**config.mk**
```make
export PLATFORM = sky130hd
export DESIGN_NAME = count_sequencer
export DESIGN_NICKNAME = d
export VERILOG_FILES = /design/src/rtl/count_sequencer_pkg.sv /design/src/rtl/count_sequencer_hold_timer.sv /design/src/rtl/count_sequencer.sv
export SDC_FILE = /design/constraint.sdc
export NUM_CORES = 1
export LEC_CHECK = 0
export ABC_AREA = 1
export CORE_AREA = 2 2 56 58
export CTS_BUF_LIST = sky130_fd_sc_hd__clkbuf_4 sky130_fd_sc_hd__clkbuf_8
export DETAILED_ROUTE_END_ITERATION = 12
export DIE_AREA = 0 0 58 60
export GPL_TIMING_DRIVEN = 0
export PLACE_DENSITY = 0.82
export SLEW_MARGIN = 20
export SYNTH_ARGS = -nofsm -noshare
export SYNTH_HDL_FRONTEND = slang
export SYNTH_SLANG_ARGS = --single-unit
```
**constraint.sdc**
```tcl
create_clock -name iCLK -period 1.45 [get_ports iCLK]
set_clock_uncertainty 0.15 [all_clocks]
set_input_delay 0.29 -clock iCLK [delete_from_list [all_inputs] [get_ports iCLK]]
set_output_delay 0.29 -clock iCLK [all_outputs]
set_load 0.02 [all_outputs]
```
**src/rtl/count_sequencer_pkg.sv**
```systemverilog
// Shared scoreboard definitions: FSM state encoding, count maxima and
// event-priority indices used by the sequencer and the display drivers.
package baseball_defs;

    localparam logic [1:0] ST_ACCEPT      = 2'd0;
    localparam logic [1:0] ST_BATTER_END  = 2'd1;
    localparam logic [1:0] ST_SIDE_CHANGE = 2'd2;
    localparam logic [1:0] ST_GAME_OVER   = 2'd3;

    typedef enum logic [1:0] {
        ACCEPT      = ST_ACCEPT,
        BATTER_END  = ST_BATTER_END,
        SIDE_CHANGE = ST_SIDE_CHANGE,
        GAME_OVER   = ST_GAME_OVER
    } seqState_t;

    localparam int MAX_BALL   = 4;
    localparam int MAX_STRIKE = 3;
    localparam int MAX_OUT    = 3;

    // Bit positions in the packed event vector; higher index wins.
    localparam int EV_BALL   = 0;
    localparam int EV_FOUL   = 1;
    localparam int EV_STRIKE = 2;
    localparam int EV_HIT    = 3;
    localparam int EV_OUT    = 4;

    function automatic logic [4:0] priorityPick(input logic [4:0] ev);
        logic [4:0] sel;
        sel = '0;
        if (ev[EV_OUT])         sel[EV_OUT]    = 1'b1;
        else if (ev[EV_HIT])    sel[EV_HIT]    = 1'b1;
        else if (ev[EV_STRIKE]) sel[EV_STRIKE] = 1'b1;
        else if (ev[EV_FOUL])   sel[EV_FOUL]   = 1'b1;
        else if (ev[EV_BALL])   sel[EV_BALL]   = 1'b1;
        return sel;
    endfunction

endpackage

```
**src/rtl/count_sequencer_hold_timer.sv**
```systemverilog
// Down counter that holds the display for a fixed number of cycles;
// zero is high on the last cycle of the hold.
module hold_timer #(
    parameter int HW   = 3,
    parameter int LOAD = 3
) (
    input  logic clock,
    input  logic reset,
    input  logic load,
    input  logic dec,
    output logic zero
);

    logic [HW-1:0] count;

    always_ff @(posedge clock) begin
        if (reset)
            count <= '0;
        else if (load)
            count <= HW'(LOAD);
        else if (dec && count != '0)
            count <= count - 1'b1;
    end

    assign zero = (count == '0);

endmodule

```
**src/rtl/count_sequencer.sv**
```systemverilog
// Scoreboard game-state controller: turns umpire event pulses into
// ball/strike/out/inning counts with timed at-bat and side-change holds.
module count_sequencer
    import baseball_defs::*;
#(
    parameter int MAX_INNING  = 9,
    parameter int HOLD_CYCLES = 4,
    parameter int HW          = 3
) (
    input  logic       iCLK,
    input  logic       iRST,
    input  logic       iNEWGAME,
    input  logic       iOUT,
    input  logic       iHIT,
    input  logic       iSTRIKE,
    input  logic       iFOUL,
    input  logic       iBALL,
    output logic [2:0] oBALL,
    output logic [1:0] oSTRIKE,
    output logic [1:0] oOUT,
    output logic [3:0] oINNING,
    output logic       oTOP,
    output logic       oBUSY,
    output logic       oWALK,
    output logic       oSTRIKEOUT,
    output logic       oSIDE_RETIRED,
    output logic       oGAME_OVER
);

    localparam logic [3:0] LAST_INNING = 4'(MAX_INNING);

    seqState_t  state, nextState;
    logic [2:0] balls, nextBalls;
    logic [1:0] strikes, nextStrikes;
    logic [1:0] outs, nextOuts;
    logic [3:0] inning, nextInning;
    logic       top, nextTop;
    logic       walk, nextWalk;
    logic       strikeout, nextStrikeout;
    logic       sideRetired, nextSideRetired;
    logic       timerLoad, timerDec, timerZero;
    logic [4:0] evSel;

    // The timer loads HOLD_CYCLES-1 so that zero marks the final hold cycle.
    hold_timer #(
        .HW   (HW),
        .LOAD (HOLD_CYCLES - 1)
    ) uHoldTimer (
        .clock (iCLK),
        .reset (iRST || iNEWGAME),
        .load  (timerLoad),
        .dec   (timerDec),
        .zero  (timerZero)
    );

    assign evSel    = priorityPick({iOUT, iHIT, iSTRIKE, iFOUL, iBALL});
    assign timerDec = (state == BATTER_END) || (state == SIDE_CHANGE);

    always_comb begin
        nextState       = state;
        nextBalls       = balls;
        nextStrikes     = strikes;
        nextOuts        = outs;
        nextInning      = inning;
        nextTop         = top;
        nextWalk        = 1'b0;
        nextStrikeout   = 1'b0;
        nextSideRetired = 1'b0;
        timerLoad       = 1'b0;

        case (state)
            ACCEPT: begin
                if (evSel[EV_OUT]) begin
                    nextOuts  = outs + 2'd1;
                    nextState = BATTER_END;
                    timerLoad = 1'b1;
                end else if (evSel[EV_HIT]) begin
                    nextState = BATTER_END;
                    timerLoad = 1'b1;
                end else if (evSel[EV_STRIKE]) begin
                    if (strikes < 2'(MAX_STRIKE - 1)) begin
                        nextStrikes = strikes + 2'd1;
                    end else begin
                        nextStrikes   = 2'(MAX_STRIKE);
                        nextOuts      = outs + 2'd1;
                        nextStrikeout = 1'b1;
                        nextState     = BATTER_END;
                        timerLoad     = 1'b1;
                    end
                end else if (evSel[EV_FOUL]) begin
                    if (strikes < 2'(MAX_STRIKE - 1))
                        nextStrikes = strikes + 2'd1;
                end else if (evSel[EV_BALL]) begin
                    if (balls < 3'(MAX_BALL - 1)) begin
                        nextBalls = balls + 3'd1;
                    end else begin
                        nextBalls = 3'(MAX_BALL);
                        nextWalk  = 1'b1;
                        nextState = BATTER_END;
                        timerLoad = 1'b1;
                    end
                end
            end

            BATTER_END: begin
                if (timerZero) begin
                    nextBalls   = '0;
                    nextStrikes = '0;
                    if (outs == 2'(MAX_OUT)) begin
                        nextSideRetired = 1'b1;
                        nextState       = SIDE_CHANGE;
                        timerLoad       = 1'b1;
                    end else begin
                        nextState = ACCEPT;
                    end
                end
            end

            SIDE_CHANGE: begin
                if (timerZero) begin
                    nextOuts = '0;
                    if (top) begin
                        nextTop   = 1'b0;
                        nextState = ACCEPT;
                    end else if (inning < LAST_INNING) begin
                        nextInning = inning + 4'd1;
                        nextTop    = 1'b1;
                        nextState  = ACCEPT;
                    end else begin
                        nextState = GAME_OVER;
                    end
                end
            end

            default: ;
        endcase
    end

    // New game shares the reset path so it beats every event input.
    always_ff @(posedge iCLK) begin
        if (iRST || iNEWGAME) begin
            state       <= ACCEPT;
            balls       <= '0;
            strikes     <= '0;
            outs        <= '0;
            inning      <= 4'd1;
            top         <= 1'b1;
            walk        <= 1'b0;
            strikeout   <= 1'b0;
            sideRetired <= 1'b0;
        end else begin
            state       <= nextState;
            balls       <= nextBalls;
            strikes     <= nextStrikes;
            outs        <= nextOuts;
            inning      <= nextInning;
            top         <= nextTop;
            walk        <= nextWalk;
            strikeout   <= nextStrikeout;
            sideRetired <= nextSideRetired;
        end
    end

    assign oBALL         = balls;
    assign oSTRIKE       = strikes;
    assign oOUT          = outs;
    assign oINNING       = inning;
    assign oTOP          = top;
    assign oBUSY         = (state != ACCEPT);
    assign oWALK         = walk;
    assign oSTRIKEOUT    = strikeout;
    assign oSIDE_RETIRED = sideRetired;
    assign oGAME_OVER    = (state == GAME_OVER);

endmodule

```
==> run metrics <==
path category of the worst min-delay check=input port to flop; Worst-path clk slew=about 0.11 ns; Max-slew headroom=82.1%; row count=20; failing checks=setup timing; Post-synth top cells=52 x nand2_1, 27 x nor2_1, 26 x inv_1; final wirelength=3020 um; Vias/cell=about 5.0; Antenna Cells=0; ys flop type=dfxtp_1; TritonCTS clock tree=built; outcome=complete, but fails checks; first-pass GRT wire length=4940 um; number of global-route vias before repair=about 1.2k; CTS Sinks=20; Final Instance Count excl. Fillers=between 200 and 300; Gate Count Post-Synth=about 200; fin. max-slew vios=0; top-count cell post-synth=nand2_1; sequential cell area fraction in the yosys report=30.4%; port bufs=24; Post-synth EDFFs=0; Cell Area, Synth=around 1300 um^2; DP HPWL=2130 um; Worst-Skew Late Latency=~0.31 ns; Fillers=~260; post-synth net total=about 220; Final Total Pwr=1.55 mW; top fanout value on the critical path=5; post-synthesis async set-or-reset flop share=0%; power per cell area=between 800 and 900 nW/um^2; nets@finish=~260; fin crit share=111%; RSZ-0062 raised after global routing=true; initial antenna violation count=0; Total GRT Usage=a little under a fifth; via count=1,345; Critical Path AT=between 1 and 1.5 ns; initial DRC count=51; R2R Setup Slk=-0.14 ns; gpl congestion=~0.8; Max IR drop VDD=just over 0.6 mV; Fin. Hold Viols=0; Slew @ Worst Pin=~0.27 ns; post-route DRC violation count=0; Ports=25; Post-CTS Hold Fix Bufs=0; Routed Antenna Nets=0; die area=~3500 um^2; share of layout cells above drive strength 1=34.5%; clock root buffer master=clkbuf_4; multi-input logic area=between 800 and 900 um^2; Syn Area/Cell=~6.6 um^2; H-Tree Depth=1; Avg WL per Cell=between 10 and 15 um; synth unique cells=23; Finish-stage setup viols=13; Synth area leaders=dfxtp_1 30%, nand2_1 15%, ha_1 11%, nor2_1 7.7%, inv_1 7.4%; synthesized flop and latch total=20; area occupied by registers=424 um^2; Core Area=slightly below 3000 um^2; Pre-Repair DR Iteration Count=5; Worst setup SP type=flop; f_max=621 MHz; final worst slack=-0.161 ns; largest area contributor in the netlist=dfxtp_1; Synthesis Warnings=0; DP Cell Count=258; die height=approximately 60 um; Initial Utilization=45.4%; gr ovfl total=0; CTS Buf Count=3; CP Class=flop to output pin; synthesis-to-layout area growth=43.6%; leakage=between 0.8 and 0.9 nW; Die W=slightly below 60 um; Yosys top cell area share=30.4%; Critical Path RT=1.01 ns; Final min period=1.61 ns; crit end category=output pin; maxcap violations=0; Clock Tree Buf Depth=2; largest net degree at the start of global routing=12
==> final cells by class <==
| type | count | share of cell area [%] |
|---|---|---|
| buffer | 1 | 0.265 |
| clock buffer | 4 | 1.92 |
| inverter | 35 | 8.00 |
| multi-input combinational | 144 | 47.2 |
| sequential | 20 | 22.4 |
| tap | 33 | 2.18 |
| timing repair buffer | 34 | 18.1 |
==> where the power goes <==
| part | internal [mW] | total (mW) | switching (mW) |
|---|---|---|---|
| Sequential | 0.574 | 0.595 | 0.0218 |
| Clock | 0.154 | 0.334 | 0.180 |
| Combinational | 0.268 | 0.623 | 0.355 |
==> flip-flops by register name, indices dropped and copies added (netlist names), 2 cells and up <==
signal	cells
oINNING	4
oSTRIKE	2
uHoldTimer.count	3
oBALL	3
oOUT	2
state	2
==> metal layers <==
| metal | global-route usage [%] | routed length, um |
|---|---|---|
| met4 | 8.97 | 58 |
| met5 | 0 | 0 |
| met2 | 31.8 | 1480 |
| met1 | 22.6 | 1340 |
| met3 | 2.81 | 148 |
==> cell usage in the layout, fill, tap and decap left out, types with 6 or more instances in the layout <==
cell              n
nand2_1          48
inv_1            23
nor2_1           23
nand3_1          16
dfxtp_2          10
clkdlybuf4s15_2  10
inv_2             8
nand2_2           7
ha_1              7
dfxtp_1           7
buf_4             6
==> critical path: stages, from the launching register on <==
cell and delay, ns:
dfxtp_4 0.37, inv_4 0.08, ha_4 0.21, clkinv_8 0.07, buf_6 0.13
==> path summary, 6_finish.rpt <==
| kind | depth (start not counted) | to | startpoint |
|---|---|---|---|
| hold / removal | 4 | oWALK | iOUT |
| setup reg to reg | 10 | oSTRIKE[0] | state[0] |
| hold reg to reg | 2 | oINNING[3] | oINNING[3] |
| setup / recovery | 4 | oBUSY | state[1] |
==> cell families after synthesis <==
family                     count (synthesis)  share of synthesized area (%)
DFF                                       20                           30.4
adders and majority gates                 12                           11.4
xor gates and xnor gates                   2                           1.33
AOI/OAI and AO/OA                         13                           5.13
and+or+nand+nor                          117                           40.3
buffers and inverters                     37                           11.5
==> repair_timing <==
item / CTS / global route
endpoints found under the setup margin: 34 / 26
buffers inserted: 5 / 5
gates resized for setup: 80 / 21
pin swaps: 7 / 14
==> through the flow <==
stage	util, %	hold WS [ns]	setup TNS (ns)	instance area [um^2]	worst slack, ns
after CTS	62.2	0.334	-0.670	1800	-0.137
after global routing	65.2	0.300	-2.26	1890	-0.246
after floorplan	-	0.310	0	1350	0.00115
after global placement	56.2	0.328	-6.23	1630	-0.392
final	65.2	0.279	-0.987	1890	-0.161
after detailed placement	56.2	0.337	-6.12	1630	-0.381
Note: power is estimated with default switching activity, not from simulation.
